[config.mk]
export PLATFORM = sky130hd
export DESIGN_NAME = btn_debounce_pulse
export DESIGN_NICKNAME = d
export VERILOG_FILES = /design/src/rtl/game_pkg.sv /design/src/rtl/btn_channel.sv /design/src/rtl/btn_debounce_pulse.sv
export SDC_FILE = /design/constraint.sdc
export NUM_CORES = 1
export LEC_CHECK = 0
export CAP_MARGIN = 25
export CORE_AREA = 2 2 154 118
export CTS_CLUSTER_DIAMETER = 200
export CTS_CLUSTER_SIZE = 10
export DETAILED_ROUTE_END_ITERATION = 12
export DIE_AREA = 0 0 156 120
export PLACE_DENSITY_LB_ADDON = 0.25
export SLEW_MARGIN = 5
export SYNTH_ARGS = -nofsm -noshare
export SYNTH_HDL_FRONTEND = slang
export SYNTH_SLANG_ARGS = --single-unit
[constraint.sdc]
create_clock -name Clk100M -period 3.1 [get_ports Clk100M]
set_clock_uncertainty 0.15 [all_clocks]
set_input_delay 0.62 -clock Clk100M [delete_from_list [all_inputs] [get_ports Clk100M]]
set_output_delay 0.62 -clock Clk100M [all_outputs]
set_load 0.01 [all_outputs]
[src/rtl/game_pkg.sv]
// ---------------------------------------------------------------------------
// game_pkg
// Shared definitions for the button conditioning path in front of the
// game-play logic. It holds the debounce FSM state encoding and the default
// timing constants, which assume a 100 MHz clock.
// Ports: none (package).
// ---------------------------------------------------------------------------
package game_pkg;

  // The four debounce FSM states. Their encodings are fixed because other
  // logic and waveform decoders rely on them.
  typedef enum logic [1:0] {
    IDLE         = 2'd0,
    PRESS_WAIT   = 2'd1,
    HELD         = 2'd2,
    RELEASE_WAIT = 2'd3
  } btn_state_t;

  localparam int unsigned DEBOUNCE_10MS = 32'd1_000_000;   // 10 ms
  localparam int unsigned REPEAT_500MS  = 32'd50_000_000;  // 500 ms
  localparam int unsigned REPEAT_200MS  = 32'd20_000_000;  // 200 ms

endpackage

[src/rtl/btn_channel.sv]
// ---------------------------------------------------------------------------
// btn_channel
// One button channel. It contains a multi-flop synchroniser, a debounce FSM
// and an optional auto-repeat generator.
// Ports:
//   Clk100M - system clock; all logic runs on its rising edge
//   reset_n - asynchronous, active-low reset
//   raw     - raw button level (active-high, asynchronous)
//   level   - debounced level (registered)
//   pulse   - one-cycle strobe for a press or repeat event (registered)
// ---------------------------------------------------------------------------
module btn_channel
  import game_pkg::*;
#(
  parameter int unsigned SYNC_STAGES     = 2,
  parameter int unsigned DEBOUNCE_CYCLES = DEBOUNCE_10MS,
  parameter int unsigned REPEAT_DELAY    = REPEAT_500MS,
  parameter int unsigned REPEAT_PERIOD   = REPEAT_200MS,
  parameter int unsigned CNT_W           = 26
) (
  input  logic Clk100M,
  input  logic reset_n,
  input  logic raw,
  output logic level,
  output logic pulse
);

  // A REPEAT_DELAY of 0 disables auto-repeat. The terminal-count constants
  // are guarded so that a zero parameter never underflows.
  localparam bit             REPEAT_EN = (REPEAT_DELAY != 0);
  localparam logic [CNT_W-1:0] DEB_LAST =
    CNT_W'((DEBOUNCE_CYCLES > 0) ? DEBOUNCE_CYCLES - 1 : 0);
  localparam logic [CNT_W-1:0] DLY_LAST =
    CNT_W'(REPEAT_EN ? REPEAT_DELAY - 1 : 0);
  localparam logic [CNT_W-1:0] PER_LAST =
    CNT_W'((REPEAT_PERIOD > 0) ? REPEAT_PERIOD - 1 : 0);

  logic [SYNC_STAGES-1:0] sync_reg;
  logic                   s;

  btn_state_t       state_reg, state_next;
  logic [CNT_W-1:0] cnt_reg, cnt_next;
  logic [CNT_W-1:0] rcnt_reg, rcnt_next;
  logic             rphase_reg, rphase_next;  // 0: initial delay, 1: period
  logic             level_reg, level_next;
  logic             pulse_reg, pulse_next;

  always_ff @(posedge Clk100M or negedge reset_n) begin
    if (!reset_n) begin
      sync_reg <= '0;
    end else begin
      sync_reg <= {sync_reg[SYNC_STAGES-2:0], raw};
    end
  end

  assign s = sync_reg[SYNC_STAGES-1];

  always_ff @(posedge Clk100M or negedge reset_n) begin
    if (!reset_n) begin
      state_reg  <= IDLE;
      cnt_reg    <= '0;
      rcnt_reg   <= '0;
      rphase_reg <= 1'b0;
      level_reg  <= 1'b0;
      pulse_reg  <= 1'b0;
    end else begin
      state_reg  <= state_next;
      cnt_reg    <= cnt_next;
      rcnt_reg   <= rcnt_next;
      rphase_reg <= rphase_next;
      level_reg  <= level_next;
      pulse_reg  <= pulse_next;
    end
  end

  always_comb begin
    state_next  = state_reg;
    cnt_next    = cnt_reg;
    rcnt_next   = rcnt_reg;
    rphase_next = rphase_reg;
    level_next  = level_reg;
    pulse_next  = 1'b0;

    case (state_reg)
      IDLE: begin
        if (s) begin
          if (DEB_LAST == '0) begin
            // Single-cycle debounce accepts the press on its first sample.
            state_next  = HELD;
            level_next  = 1'b1;
            pulse_next  = 1'b1;
            rcnt_next   = '0;
            rphase_next = 1'b0;
            cnt_next    = '0;
          end else begin
            state_next = PRESS_WAIT;
            cnt_next   = CNT_W'(1);
          end
        end
      end

      PRESS_WAIT: begin
        if (!s) begin
          state_next = IDLE;
          cnt_next   = '0;
        end else if (cnt_reg >= DEB_LAST) begin
          state_next  = HELD;
          level_next  = 1'b1;
          pulse_next  = 1'b1;
          rcnt_next   = '0;
          rphase_next = 1'b0;
          cnt_next    = '0;
        end else begin
          cnt_next = cnt_reg + 1'b1;
        end
      end

      HELD: begin
        // Release is checked first, so a release beats a repeat that is
        // due on the same cycle.
        if (!s) begin
          if (DEB_LAST == '0) begin
            state_next = IDLE;
            level_next = 1'b0;
            cnt_next   = '0;
          end else begin
            state_next = RELEASE_WAIT;
            cnt_next   = CNT_W'(1);
          end
        end else if (REPEAT_EN) begin
          // The >= compare stops the counter at its terminal count, so it
          // never wraps.
          if ((!rphase_reg && rcnt_reg >= DLY_LAST) ||
              ( rphase_reg && rcnt_reg >= PER_LAST)) begin
            pulse_next  = 1'b1;
            rcnt_next   = '0;
            rphase_next = 1'b1;
          end else begin
            rcnt_next = rcnt_reg + 1'b1;
          end
        end
      end

      RELEASE_WAIT: begin
        // rcnt and rphase are left unchanged here, so a short release
        // glitch only pauses the repeat cadence and does not restart it.
        if (s) begin
          state_next = HELD;
          cnt_next   = '0;
        end else if (cnt_reg >= DEB_LAST) begin
          state_next = IDLE;
          level_next = 1'b0;
          cnt_next   = '0;
        end else begin
          cnt_next = cnt_reg + 1'b1;
        end
      end

      default: begin
        state_next = IDLE;
        cnt_next   = '0;
        level_next = 1'b0;
      end
    endcase
  end

  assign level = level_reg;
  assign pulse = pulse_reg;

endmodule

[src/rtl/btn_debounce_pulse.sv]
// ---------------------------------------------------------------------------
// btn_debounce_pulse
// Button conditioning stage for the game-play logic. It builds N_BTN
// independent channels, each with a synchroniser, a debouncer and a
// press/auto-repeat pulse generator.
// Ports:
//   Clk100M   - system clock (100 MHz)
//   reset_n   - asynchronous, active-low reset
//   btn_raw   - raw, bouncy button levels (active-high)
//   btn_level - debounced levels
//   btn_pulse - one-cycle press/repeat strobes
// ---------------------------------------------------------------------------
module btn_debounce_pulse
  import game_pkg::*;
#(
  parameter int unsigned N_BTN           = 2,
  parameter int unsigned SYNC_STAGES     = 2,
  parameter int unsigned DEBOUNCE_CYCLES = DEBOUNCE_10MS,
  parameter int unsigned REPEAT_DELAY    = REPEAT_500MS,
  parameter int unsigned REPEAT_PERIOD   = REPEAT_200MS,
  parameter int unsigned CNT_W           = 26
) (
  input  logic             Clk100M,
  input  logic             reset_n,
  input  logic [N_BTN-1:0] btn_raw,
  output logic [N_BTN-1:0] btn_level,
  output logic [N_BTN-1:0] btn_pulse
);

  for (genvar gi = 0; gi < N_BTN; gi++) begin : g_chan
    btn_channel #(
      .SYNC_STAGES    (SYNC_STAGES),
      .DEBOUNCE_CYCLES(DEBOUNCE_CYCLES),
      .REPEAT_DELAY   (REPEAT_DELAY),
      .REPEAT_PERIOD  (REPEAT_PERIOD),
      .CNT_W          (CNT_W)
    ) u_chan (
      .Clk100M(Clk100M),
      .reset_n(reset_n),
      .raw    (btn_raw[gi]),
      .level  (btn_level[gi]),
      .pulse  (btn_pulse[gi])
    );
  end

endmodule

======== After elaboration in Yosys (flattened, before gate mapping) ========
Cells that the tools add are included.
storage, ports and cells
  register bits ........................... 118
  bits of input ports ..................... 4
  output and inout port bits .............. 4
  logic and storage cells ................. 138
operators by class
  add/subtract/negate cells ............... 4
  order comparisons ....................... 6
  equality and inequality tests ........... 26
  mux-type cells .......................... 64
  reductions and logical operators ........ 24
operators with widths
  kind                                                   number
  two-way mux 26 bit                                     18
  one-hot mux 26 bit (4 select lines)                    2
  adder 26 x 1 -> 26 bit, second input constant          4
  one-hot mux 26 bit (2 select lines)                    2
  >= comparator 26 x 20 -> 1 bit, second input constant  2
  >= comparator 26 x 25 -> 1 bit, second input constant  2
  >= comparator 26 bit, second input constant            2
  two-way mux 2 bit                                      12
  inequality test 2 x 1 -> 1 bit, second input constant  12
  two-way mux 1 bit                                      22
  AND reduction 5 bit                                    4
  one-hot mux 2 bit (4 select lines)                     2
  AND reduction 4 bit                                    4
  one-hot mux 1 bit (2 select lines)                     6
  equality test 2 bit, second input constant             4
  inequality test 2 bit, second input constant           4
  nonzero test 2 bit                                     4
  inequality test 3 x 1 -> 1 bit, second input constant  2
  inequality test 3 bit, second input constant           2
  equality test 2 x 1 -> 1 bit, second input constant    2
  logical AND 1 bit                                      4
  zero test 2 bit                                        2
  AND reduction 2 bit                                    2
  zero test 1 bit                                        2
  logical OR 1 bit                                       2

======== Longest topological paths before layout ========
  word-level depth ........................ 6
  depth in mapped cells ................... 11
  gate-level depth less buffers ........... 8

======== Modules after synthesis ========
From an unflattened synthesis, not the netlist that was laid out.
unflattened totals
  cells, all modules ...................... 745
  area total of the unflattened synthesis .. 6703.9 µm²
modules (own cells, without submodules)
  module                          instances  cells an instance  area each (µm²)  seq. area each (µm²)
  btn_channel (g_chan[1].u_chan)  1          375                3384.5           1476.4
  btn_channel (g_chan[0].u_chan)  1          370                3319.4           1476.4

======== Worst setup path after synthesis ========
OpenSTA, ideal clock, no wires.
  kind .................................... register to register
  from .................................... register g_chan[1].u_chan.state_reg[0]
  to ...................................... register g_chan[1].u_chan.rcnt_reg[25]
  library setup time ...................... 0.131 ns
  data arrival time ....................... 2.202 ns
  data required time ...................... 2.819 ns
  path slack .............................. 0.617 ns
  stages on the path, launching flop included .. 12
  path buffers ............................ 3
  clock period less this slack ............ 2.483 ns
  cell sequence ........................... dfrtp_1 -> inv_1 -> ha_1 -> clkbuf_1 -> nor2b_1 -> o211ai_1 -> a211oi_1 -> nor2_1 -> clkbuf_1 -> clkbuf_1 -> a41oi_1 -> a21oi_1
between the ends
  word-level cells in the longest chain between the ends .. 3
  elaborated cells between the ends (all ways) .. 8
  classes of those cells .................. eq/ne (5); mux (1); reduce/logical (2)
ends and longest elaborated chain
  item                                                                                          RTL line           text
  from (decl)                                                                                   btn_channel.sv:41  btn_state_t state_reg, state_next;
  from (signal assigned)                                                                        btn_channel.sv:67  state_reg <= state_next;
  equality test 2 bit / equality test 2 x 1 -> 1 bit (equally long branches)                    btn_channel.sv:84  case (state_reg)
  inequality test 2 x 1 -> 1 bit (no source line) / nonzero test 2 bit (equally long branches)  --
  AND reduction 4 bit (no source line)                                                          --
  to (signal assigned)                                                                          btn_channel.sv:69  rcnt_reg <= rcnt_next;
  to (decl)                                                                                     btn_channel.sv:43  logic [CNT_W-1:0] rcnt_reg, rcnt_next;
Several ways; a longest one is shown, not always the timed one.
A chain may end at the register's enable or synchronous reset.

======== Final worst setup path ========
  from .................................... register g_chan[1].u_chan.rcnt_reg[19]
  to ...................................... register g_chan[1].u_chan.rcnt_reg[5]
between the ends
  word-level cells in the longest chain between the ends .. 6
  elaborated cells between the ends (all ways) .. 8
  classes of those cells .................. order compare (2); mux (3); reduce/logical (3)
ends and longest elaborated chain
  item                                                                           RTL line                                text
  >= comparator 26 bit / >= comparator 26 x 25 -> 1 bit (equally long branches)  btn_channel.sv:133, btn_channel.sv:134
  logical AND 1 bit, on equally long branches                                    btn_channel.sv:133, btn_channel.sv:134
  logical OR 1 bit (*)                                                           btn_channel.sv:133                      if ((!rphase_reg && rcnt_reg >= DLY_LAST) ||
  two-way mux 26 bit (*)                                                         btn_channel.sv:133
  two-way mux 26 bit (*)                                                         btn_channel.sv:121                      if (!s) begin
  one-hot mux 26 bit (2 select lines) (*)                                        btn_channel.sv:84
Every way passes the cells marked *; elsewhere a longest branch is shown, timed or not. The select of a mux whose other input is x is not followed.

==> flow_summary.toml <==
[status]
outcome = "finished clean"

[yosys]
avgSynthCellArea_um2 = 9.04
syn-num-nets = 767
synth-adder-area-share_pct = 2.21
synth_top_family_by_area = "simple AND/OR/NAND/NOR gates"
yosys_warnings = 0
netlist_area_um2 = 6790
yosysTopAreaCell = "dfrtp_1"
netlist.area_leader.share_pct = 43.5
synth_xor_area_share_pct = 0
syn-instance-count = 751
synthDistinctLibCells = 63
synth-edff-count = 0
seq_area_frac_synth_pct = 43.5
synthTopCellsByArea = "dfrtp_1 (43%), a22o_1 (5.9%), o21ai_0 (4.1%)"
ys_ff_latch = 118
synth.area.mux_share_pct = 1.99
synth_compound_area_share_pct = 23.3
synthArstFlopShare_pct = 100
synth-main-ff-cell = "dfrtp_1"
yosys.area_share.simple_pct = 24.5

[final_layout]
final_cell_mix = "dfrtp_1 (118), nand2_1 (63), nor2_1 (60)"
final_common_cell = "dfrtp_1"
syn_to_final_growth_pct = 12.9
fin_area_um2 = 7670
antenna_cells = 0
stdcell_count = 992
fin_nets = 775
drive_gt1_share_pct = 9.20

[timing]
final.setup.tns_ns = 0
rsz0062_at_grt = "no"
finalHoldViolCount = 0
finalSetupViolations = 0
period_share_pct = 89.5
tightest_slew_ns = 0.818
slew_headroom_pct = 45.2
drv_slew = 0
period_minus_slack_ns = 2.77
fmax_ghz = 0.360

[clock_network]
cts_tree = "yes"
postCtsSetupBuffers = 0
clock_sinks = 118
ctsHoldBuffers = 0
cts_repair_resize_count = 0
clk_latency_ns = 0.42
cts-buffers-inserted = 17
clkTransAtPathRegs_ns = 0.06
cts-root-buf = "clkbuf_16"
clock_path_buffers = 2
htreeDepth = 4

[worst_setup_path]
crit_chain = "o211a_1 -> o31ai_1 -> o311ai_2 -> a2bb2oi_2 -> nor3_2 -> buf_4 -> a22o_1"
arrival_ns = 2.98
cp-end-kind = "flip-flop"
cp-startpoint = "g_chan[1].u_chan.rcnt_reg[19]"
r2r_start = "g_chan[1].u_chan.rcnt_reg[19]"
cp_max_fo = 12
crit_slowest_cell = "nor3_2"
criticalPathCategory = "reg -> reg"
cp-start-kind = "flip-flop"
cpPeakStageDelay_ns = 0.69
cp.required_ns = 3.30

[floorplanning]
die_w_um = 156
coreArea_um2 = 17300
start_util_pct = 39.3
die_area_um2 = 18700
ioPinCount = 8
num_rows = 42
fp.dieH_um = 120

[route]
antenna_left = 0
remaining_drc_errors = 0
wl_per_cell_um = 15.7
drt_first_pass_iters = 5
vias = 5821
vias_per_cell = 5.87
wl_mm = 15.6
drt_iter0_drc = 474

[grt]
use_met2_pct = 27.3
gr-usage-all-layers_pct = 17.5
overflow = 0
grt-busiest-layer = "met2"
grt_antenna_before_repair = 0
grt_pass1_wl_mm = 26.8
met3_usage_pct = 3.97
grt_max_degree = 44
grt_pass1_vias = 5607
grt_use_met1_pct = 23.9

[pwr]
p_leak_nw = 3.31
pwr_density_cell_nw_per_um2 = 733
ir_drop_mv = 0.347

[hold_path]
hp-class = "in -> async"

[place]
dp_cells = 960
place_area_um2 = 7090
io_buffers = 7
hpwl_mm = 10.5
place_congestion = 0.781

[job]
maxCapViolations = 0
worst paths after layout:
| path | depth (start not counted) | slack, ns | end |
|---|---|---|---|
| worst max-delay path | 7 | 0.33 | g_chan[1].u_chan.rcnt_reg[5] |
| worst min-delay path | 1 | 0.03 | g_chan[1].u_chan.rcnt_reg[18] |
| worst max register to register | 7 | 0.33 | g_chan[1].u_chan.rcnt_reg[5] |
| worst min register to register | 0 | 0.21 | g_chan[1].u_chan.sync_reg[1] |
| max in group asynchronous | 2 | 2.08 | g_chan[0].u_chan.rcnt_reg[21] |
| min in group Clk100M | 0 | 0.21 | g_chan[1].u_chan.sync_reg[1] |
power breakdown:
group	internal [W]	leakage (nW)	total, W	switching [W]
Combinational	0.000709	1.43	0.00194	0.00123
Sequential	0.00164	1.62	0.00175	0.000102
Clock	0.00118	0.268	0.00193	0.000748
kinds of logic after synthesis:
logic type                 count (synthesis)
AOI/OAI and AO/OA                        230
adders and majority gates                 12
buffers and inverters                     63
DFF                                      118
muxes                                     13
and+or+nand+nor                          315
cells in the mapped netlist, types with 4 or more instances:
| cell type | instances |
|---|---|
| a211oi_1 | 7 |
| a21o_1 | 10 |
| a21oi_1 | 32 |
| a22o_1 | 46 |
| a2bb2oi_1 | 4 |
| a31oi_1 | 8 |
| a41oi_1 | 5 |
| and2_1 | 19 |
| and3_1 | 24 |
| and4_1 | 4 |
| buf_2 | 11 |
| buf_4 | 5 |
| buf_6 | 5 |
| clkbuf_1 | 18 |
| dfrtp_1 | 118 |
| ha_1 | 12 |
| inv_1 | 24 |
| mux2_2 | 4 |
| mux2i_1 | 9 |
| nand2_1 | 63 |
| nand3_1 | 34 |
| nand4_1 | 16 |
| nor2_1 | 60 |
| nor2b_1 | 14 |
| nor3_1 | 27 |
| nor4_1 | 24 |
| o211ai_1 | 5 |
| o21a_1 | 4 |
| o21ai_0 | 56 |
| o21ai_1 | 16 |
| o21bai_1 | 4 |
| o2bb2ai_1 | 6 |
| o31ai_1 | 5 |
| or3_1 | 7 |
| or4_1 | 4 |
metal layers:
layer | up-vias | share of wire [%]
li1 | 2840 | -
met1 | 2807 | 48
met2 | 150 | 46
met3 | 24 | 4.3
met4 | 0 | 1.3
met5 | - | 0
worst max-delay path: cells and delay by family, from the launching register on:
kind | cells | cell delay [ns]
flops | 1 | 0.46
buf+inv | 1 | 0.32
compound gates | 5 | 1.09
simple gates | 1 | 0.69
final cells by class:
cell class              count  area [µm²]
inverters                  24        90.1
multi-input cells         570        3530
repair buffers             28         238
flip-flops and latches    118        2950
fillers                  1648        9620
clock buffers              17         425
well taps                 220         275
clock inverters            15         155
stage by stage:
step	power (W)	worst slack [ns]	utilization (%)	hold slack (ns)
6_report	0.00562	0.325	44.3	0.0285
2_1_floorplan	0.00321	0.617	-	0.174
3_5_place_dp	0.00371	0.311	41.0	0.195
5_1_grt	0.00600	0.0449	44.3	0.0571
4_1_cts	0.00567	0.306	44.3	0.0359
3_3_place_gp	0.00364	0.382	41.0	0.187
No activity file was read; power rests on OpenSTA's default activity.
